$ cat src/rtl/alu_muldiv_seq.sv
// Iterative RV32M-style multiply/divide unit: one radix-2 step per clock, one op in flight.
// Latency DATA_W+1 clocks (1 for div-by-zero, MIN/-1 and reserved op); stalls via in_ready/out_ready.
module alu_muldiv_seq #(
  parameter int DATA_W = 32
) (
  input  logic              clk,
  input  logic              arst_n,
  input  logic              in_valid,
  output logic              in_ready,
  input  logic [2:0]        op,
  input  logic [DATA_W-1:0] opa,
  input  logic [DATA_W-1:0] opb,
  output logic              out_valid,
  input  logic              out_ready,
  output logic [DATA_W-1:0] result,
  output logic              div_by_zero,
  output logic              overflow
);

  localparam int CW = $clog2(DATA_W) + 1;
  localparam logic [CW-1:0] CNT_INIT = CW'(DATA_W);
  localparam logic [DATA_W-1:0] MIN_VAL = {1'b1, {(DATA_W-1){1'b0}}};

  localparam logic [2:0] OP_MUL   = 3'd0;
  localparam logic [2:0] OP_MULH  = 3'd1;
  localparam logic [2:0] OP_MULHU = 3'd2;
  localparam logic [2:0] OP_DIV   = 3'd3;
  localparam logic [2:0] OP_DIVU  = 3'd4;
  localparam logic [2:0] OP_REM   = 3'd5;
  localparam logic [2:0] OP_RSVD  = 3'd7;

  typedef enum logic [1:0] {IDLE, CALC, DONE} state_t;

  state_t            state, state_n;
  logic [CW-1:0]     cnt;
  logic [2:0]        op_q;
  logic              neg_q;
  logic [DATA_W-1:0] d_q;   // multiplicand for multiplies, divisor for divides
  logic [DATA_W-1:0] hi, lo;

  logic              accept, is_div, zero_b, ovf_case, rsvd, special;
  logic              sa, sb, signed_op;
  logic [DATA_W-1:0] a_mag, b_mag, spec_res;

  assign accept    = in_valid & in_ready;
  assign is_div    = (op >= OP_DIV) && (op <= 3'd6);
  assign zero_b    = (opb == '0);
  assign ovf_case  = ((op == OP_DIV) || (op == OP_REM)) && (opa == MIN_VAL) && (&opb);
  assign rsvd      = (op == OP_RSVD);
  assign special   = (is_div & zero_b) | ovf_case | rsvd;
  assign signed_op = (op == OP_MULH) || (op == OP_DIV) || (op == OP_REM);
  assign sa        = signed_op & opa[DATA_W-1];
  assign sb        = signed_op & opb[DATA_W-1];
  assign a_mag     = sa ? -opa : opa;
  assign b_mag     = sb ? -opb : opb;

  always_comb begin
    spec_res = '0;
    if (is_div && zero_b)
      spec_res = ((op == OP_DIV) || (op == OP_DIVU)) ? '1 : opa;
    else if (ovf_case)
      spec_res = (op == OP_DIV) ? opa : '0;
  end

  // One iteration: shift-add for multiplies, restoring subtract for divides.
  logic              is_mul_q, ge;
  logic [DATA_W:0]   mul_sum, mul_sel, shifted, diff;
  logic [DATA_W-1:0] hi_n, lo_n, final_res;
  logic [2*DATA_W-1:0] prod, prod_s;

  assign is_mul_q = (op_q <= OP_MULHU);
  assign mul_sum  = {1'b0, hi} + {1'b0, d_q};
  assign mul_sel  = lo[0] ? mul_sum : {1'b0, hi};
  assign shifted  = {hi, lo[DATA_W-1]};
  assign diff     = shifted - {1'b0, d_q};
  assign ge       = ~diff[DATA_W];

  always_comb begin
    if (is_mul_q) begin
      hi_n = mul_sel[DATA_W:1];
      lo_n = {mul_sel[0], lo[DATA_W-1:1]};
    end else begin
      hi_n = ge ? diff[DATA_W-1:0] : shifted[DATA_W-1:0];
      lo_n = {lo[DATA_W-2:0], ge};
    end
  end

  assign prod   = {hi_n, lo_n};
  assign prod_s = neg_q ? -prod : prod;

  always_comb begin
    case (op_q)
      OP_MUL:            final_res = prod_s[DATA_W-1:0];
      OP_MULH, OP_MULHU: final_res = prod_s[2*DATA_W-1:DATA_W];
      OP_DIV, OP_DIVU:   final_res = neg_q ? -lo_n : lo_n;
      default:           final_res = neg_q ? -hi_n : hi_n;
    endcase
  end

  always_ff @(posedge clk or negedge arst_n) begin
    if (!arst_n) state <= IDLE;
    else         state <= state_n;
  end

  always_comb begin
    state_n = state;
    case (state)
      IDLE:    if (accept) state_n = special ? DONE : CALC;
      CALC:    if (cnt == CW'(1)) state_n = DONE;
      DONE:    if (out_ready) state_n = IDLE;
      default: state_n = IDLE;
    endcase
  end

  always_comb begin
    in_ready  = (state == IDLE);
    out_valid = (state == DONE);
  end

  always_ff @(posedge clk or negedge arst_n) begin
    if (!arst_n) begin
      cnt         <= '0;
      op_q        <= '0;
      neg_q       <= 1'b0;
      d_q         <= '0;
      hi          <= '0;
      lo          <= '0;
      result      <= '0;
      div_by_zero <= 1'b0;
      overflow    <= 1'b0;
    end else if (accept) begin
      cnt         <= CNT_INIT;
      op_q        <= op;
      neg_q       <= (op == OP_REM) ? sa : (sa ^ sb);
      d_q         <= is_div ? b_mag : a_mag;
      hi          <= '0;
      lo          <= is_div ? a_mag : b_mag;
      result      <= special ? spec_res : '0;
      div_by_zero <= is_div & zero_b;
      overflow    <= ovf_case;
    end else if (state == CALC) begin
      cnt <= cnt - CW'(1);
      hi  <= hi_n;
      lo  <= lo_n;
      if (cnt == CW'(1)) result <= final_res;
    end
  end

endmodule
$ cat config.mk
export PLATFORM = sky130hd
export DESIGN_NAME = alu_muldiv_seq
export DESIGN_NICKNAME = d
export VERILOG_FILES = /design/src/rtl/alu_muldiv_seq.sv
export SDC_FILE = /design/constraint.sdc
export NUM_CORES = 1
export LEC_CHECK = 0
export CELL_PAD_IN_SITES_DETAIL_PLACEMENT = 1
export CELL_PAD_IN_SITES_GLOBAL_PLACEMENT = 2
export CORE_UTILIZATION = 30
export DETAILED_ROUTE_END_ITERATION = 12
export PLACE_DENSITY = 0.68
export SKIP_CTS_REPAIR_TIMING = 1
export SYNTH_ARGS = -nofsm -noshare
export SYNTH_HDL_FRONTEND = slang
export SYNTH_SLANG_ARGS = --single-unit
$ cat constraint.sdc
create_clock -name clk -period 13.1 [get_ports clk]
set_input_delay 1.31 -clock clk [delete_from_list [all_inputs] [get_ports clk]]
set_output_delay 1.31 -clock clk [all_outputs]
set_load 0.005 [all_outputs]
==> flow_summary.json, run 1 <==
{
  "worstSetupEndpointType": "flop",
  "viasPerCell": 6.04,
  "fmax_mhz": 151,
  "place_inst": 2916,
  "crit_type": "reg -> reg",
  "skew_ps": 19.1,
  "hold_class": "reg -> reg",
  "fill_cells": 6501,
  "relSlewSlack_pct": 21.7,
  "cp-startpoint": "hi[24]",
  "tightest_slew_ps": 1150,
  "ff2ff_setup_slack_ps": 6480,
  "area_delta_synth_final_pct": 14.4,
  "dpl-instance-area_mm2": 0.0179,
  "path_max_fanout": 26,
  "root_buffer": "clkbuf_16",
  "grt_overflow": 0,
  "period_needed_ps": 6620,
  "r2r_start": "hi[24]",
  "final_area_mm2": 0.0185,
  "io_buffers": 106,
  "wl_per_cell_um": 27.6,
  "rsz0062_at_grt": "no",
  "slew_viol_final": 0,
  "status": "finished, final reports clean",
  "finalSetupViolCount": 0,
  "synth_area_per_cell_um2": 7.26,
  "r2r_end": "result[6]",
  "ys_warn_count": 0,
  "place_congestion": 0.961,
  "die_area_mm2": 0.0548,
  "postRouteAntennaNets": 0,
  "synth-main-ff-cell": "dfrtp_1",
  "cap_violations": 0,
  "cts_inserted_buffers": 17,
  "drt_pass1_iterations": 5,
  "die_w_um": 234,
  "ys_ff_latch": 142,
  "dp_hpwl_um": 64100,
  "antenna_found_initial": 4,
  "start_util_pct": 30.6,
  "syn_area_mm2": 0.0162,
  "ys_types": 95,
  "synth_edf_count": 0,
  "vias": 17800,
  "async_flop_share_pct": 100,
  "cts_tree": "done",
  "drive_gt1_share_pct": 5.49,
  "core_mm2": 0.0529,
  "grt_usage_pct": 29.9,
  "wl_um": 81500,
  "grt_pass1_wl_um": 120000,
  "synthCells": 2226,
  "rows": 84,
  "grt_max_degree": 98,
  "grt_pass1_vias": 17800,
  "num-nets-final": 2391,
  "htreeDepth": 4,
  "cts_buffer_depth": 2,
  "die_h_um": 234,
  "setup_ws_ps": 6480,
  "path_clk_slew_ps": 70,
  "reg2reg_depth": 21,
  "clk_latency_ps": 490,
  "startpoint_type": "flop",
  "critical_path_arrival_ps": 7030,
  "timing.final.crit_share_pct": 50.5,
  "fin_setup_tns_ps": 0,
  "crit_path_end": "result[6]",
  "drc_errors": 0,
  "place_ws_ps": 6740,
  "fin_cells": 2949,
  "required_ps": 13510,
  "clkSinkCount": 142,
  "synth_nets": 2370,
  "pin_count": 107,
  "drtIter0Drc": 1207,
  "hold_viol_final": 0,
  "seq_area_frac_synth_pct": 22.0
}
## cell usage after synthesis (all sizes together) (42+ instances only)
cell / instances / area [um2]
o211ai: 67 / 508
a21o: 46 / 345
inv: 67 / 251
o21ai: 227 / 1140
xnor2: 102 / 893
nor2: 162 / 616
nor3: 75 / 402
ha: 71 / 888
nand4: 42 / 263
xor2: 62 / 543
clkbuf: 119 / 448
dfrtp: 142 / 3550
mux2i: 55 / 563
nand2: 282 / 1060
a21oi: 188 / 945
nand3: 99 / 505
o31ai: 44 / 345
## cell families (layout without fill, tap and decap cells)
kind of cell | Yosys count | after routing | synth area share, %
mux | 65 | 65 | 4.23
simple gates | 792 | 792 | 23.1
buf+inv | 210 | 244 | 5.17
fa+ha+maj | 73 | 73 | 5.74
compound gates | 780 | 780 | 30.9
xor+xnor | 164 | 164 | 8.89
flops | 142 | 142 | 22.0
other cells | 0 | 1 | 0
## flip-flops by register name, summed over array words and instances (netlist names), 2 cells and up
signal,flops
hi,32
state,2
lo,32
op_q,3
d_q,32
cnt,6
result,32
## layer usage
layer | track usage, % | up-vias | share of wire, %
met1 | 41.5 | 8955 | 47
li1 | - | 8252 | -
met5 | 0 | - | 0.022
met4 | 11.6 | 2 | 3.7
met2 | 48.0 | 490 | 46
met3 | 2.26 | 101 | 3.7
## worst min-delay path by stage
stage / startpoint / to / slack (ps) / cells past startpoint
2_1_floorplan: cnt[4] / cnt[4] / 470 / 1
4_1_cts: div_by_zero / div_by_zero / 500 / 2
5_1_grt: div_by_zero / div_by_zero / 520 / 2
6_report: div_by_zero / div_by_zero / 490 / 2
3_3_place_gp: div_by_zero / div_by_zero / 470 / 2
3_5_place_dp: div_by_zero / div_by_zero / 480 / 2
## worst max-delay path, stage by stage, from the launching register on
cell and delay [ps]:
dfrtp_1 450, ha_1 450, a21o_1 260, a311o_1 390
a211o_1 300, a21o_1 200, o211ai_2 430, buf_4 430
o21ai_1 200, inv_1 140, ha_1 210, and3_1 170
nand3_1 120, o31ai_2 460, nand3_1 370, a21o_1 330
a21oi_1 380, o21ai_0 250, xnor2_1 170, o21ai_0 440
nand2_1 150, a21oi_1 170
## placed cells by master, fill, tap and decap left out, types with 67 or more instances in the layout
cell             synthesis  routed
nand2_1                282     281
o21ai_0                214     214
a21oi_1                187     186
nor2_1                 161     159
dfrtp_1                142     141
clkdlybuf4s50_1          0     105
xnor2_1                102     101
nand3_1                 97      97
nor3_1                  71      71
ha_1                    71      71
inv_1                   67      67
## cell type report
class	instances	area [um2]	area share, %
clock buffers	19	443	2.40
diodes	1	2.50	0.0135
repair buffers	144	1350	7.29
well taps	688	861	4.66
inverters	68	255	1.38
clock inverters	13	166	0.900
flip-flops and latches	142	3550	19.2
multi-input cells	1874	11900	64.1
## metrics by stage
stage | util, % | hold slack [ps]
after floorplan | - | 470
after global placement | 33.8 | 470
after detailed placement | 33.8 | 477
after CTS | 35.0 | 497
after global routing | 35.0 | 518
final | 35.0 | 490
Power of run 1 is not shown: default switching activity piles up to over one toggle a cycle in this logic, so the estimate is an artifact.
==> run 2: changes to the inputs <==
clock period = 6.53 ns   (was 13.1 ns; I/O delays follow)
==> run 2 against run 1 <==
Sequential share of layout area fell by 0.17 points. First-iteration DRC count fell by 1.7%. Via count fell by 0.75%.
==> flow_summary.json, run 2 (synthesized netlist as in run 1, its figures left out) <==
{
  "status": "finished, final reports clean",
  "grt_pass1_vias": 17800,
  "grt_overflow": 0,
  "start_util_pct": 30.6,
  "place_inst": 2936,
  "cts_buffer_depth": 2,
  "die_area_mm2": 0.0548,
  "setup_ws_ps": 676,
  "multiInputGateArea_mm2": 0.0119,
  "wl_per_cell_um": 26.7,
  "cp_num_buf_inv": 2,
  "antennaDiodeCount": 0,
  "grtUsageMet2_pct": 47.9,
  "tightest_slew_ps": 1310,
  "grt_use_met1_pct": 40.0,
  "wl_um": 79400,
  "timing.final.crit_share_pct": 89.7,
  "die_h_um": 234,
  "cap_violations": 0,
  "required_ps": 6900,
  "critical_path_arrival_ps": 6230,
  "place_ws_ps": 816,
  "grt.busiest_layer": "met2",
  "fmax_mhz": 171,
  "rows": 84,
  "vias": 17700,
  "dp_hpwl_um": 63200,
  "cts_tree": "done",
  "cp_slowest_stage_delay_ps": 440,
  "use_met3_pct": 4.29,
  "drive_gt1_share_pct": 6.32,
  "fin_cells": 2968,
  "final_common_cell": "nand2_1",
  "grt_usage_pct": 29.5,
  "worstSetupEndpointType": "flop",
  "reg2reg_depth": 18,
  "finalSetupViolCount": 0,
  "period_needed_ps": 5850,
  "drt_pass1_iterations": 5,
  "drtIter0Drc": 1186,
  "grt_max_degree": 75,
  "skew_ps": 15.7,
  "core_mm2": 0.0529,
  "crit_type": "reg -> reg",
  "grt_pass1_wl_um": 118000,
  "antenna_found_initial": 2,
  "mostFrequentLayoutCells": "nand2_1 (281), o21ai_0 (214), a21oi_1 (186), nor2_1 (160), dfrtp_1 (141)",
  "regArea_mm2": 0.00355,
  "htreeDepth": 4,
  "relSlewSlack_pct": 10.7,
  "pin_count": 107,
  "path_cells": "ha_1 -> a21o_1 -> a311o_1 -> a211o_1 -> a21o_1 -> o211ai_2 -> buf_4 -> mux2i_1 -> a21boi_1 -> inv_1 -> ha_1 -> o21ai_0 -> nor3_2 -> nand3_1 -> o31ai_1 -> mux2i_1 -> o221ai_1 -> nand3_1",
  "slowest_stage": "dfrtp_1",
  "startpoint_type": "flop",
  "slew_viol_final": 0,
  "cpLargestDelayFamily": "compound AO/OA/AOI/OAI gates",
  "cts_inserted_buffers": 17,
  "die_w_um": 234,
  "num-nets-final": 2411,
  "rsz0062_at_grt": "no",
  "place_congestion": 0.964,
  "hold_viol_final": 0,
  "viasPerCell": 5.95,
  "root_buffer": "clkbuf_16",
  "hold_class": "in -> async",
  "clkSinkCount": 142,
  "cp.depth": 18,
  "drc_errors": 0,
  "io_buffers": 106,
  "fill_cells": 6545,
  "clk_latency_ps": 510,
  "path_clk_slew_ps": 70,
  "fin_setup_tns_ps": 0,
  "path_max_fanout": 34,
  "area_delta_synth_final_pct": 15.4,
  "postRouteAntennaNets": 0
}
-- run 2: changes by cell type in the layout (fill, tap and decap cells not counted) --
| cell | before | now |
|---|---|---|
| buf_4 | 38 | 58 |
| nor2_2 | 2 | 1 |
| nor2_1 | 159 | 160 |
| diode_2 | 1 | 0 |
| clkbuf_8 | 1 | 0 |
| clkbuf_1 | 1 | 0 |
| bufinv_16 | 3 | 4 |
| clkinv_4 | 5 | 1 |
| inv_6 | 0 | 6 |
| clkinvlp_4 | 3 | 2 |
-- run 2: routing by layer --
| metal | part of all wire [%] | vias up |
|---|---|---|
| met2 | 46 | 483 |
| met3 | 5.1 | 85 |
| met1 | 46 | 8802 |
| met4 | 2.8 | 0 |
| met5 | 0 | - |
| li1 | - | 8296 |
-- run 2: cell type report --
type                    instances  area share [%]
clock buffers                  17            2.28
multi-input cells            1874            63.5
clock inverters                15            1.11
flip-flops and latches        142            19.1
repair buffers                164            8.03
inverters                      68            1.37
well taps                     688            4.62
-- run 2: path summary, 6_finish.rpt --
check                       startpoint          end  slack [ps]
setup / recovery                hi[24]   result[20]         680
hold / removal                  arst_n     overflow          70
setup reg to reg                hi[24]   result[20]         680
hold reg to reg            div_by_zero  div_by_zero         490
max in group asynchronous       arst_n        lo[4]        5270
min in group clk           div_by_zero  div_by_zero         490
-- run 2: through the flow --
stage,utilization [%],hold WS [ps],area [um2]
finish,35.3,71.7,18700
global route,35.3,96.3,18700
CTS,35.3,101,18700
detailed placement,34.1,485,18000
global placement,34.1,464,18000
floorplan,-,357,16200
Power of run 2 is left out for the same reason.
==> run 3: changes to the inputs <==
CAP_MARGIN = 0   (was default)
==> results of run 3 <==
No change in the layout: final DEF, timing and power equal those of run 2.
Power of run 3 is left out for the same reason.
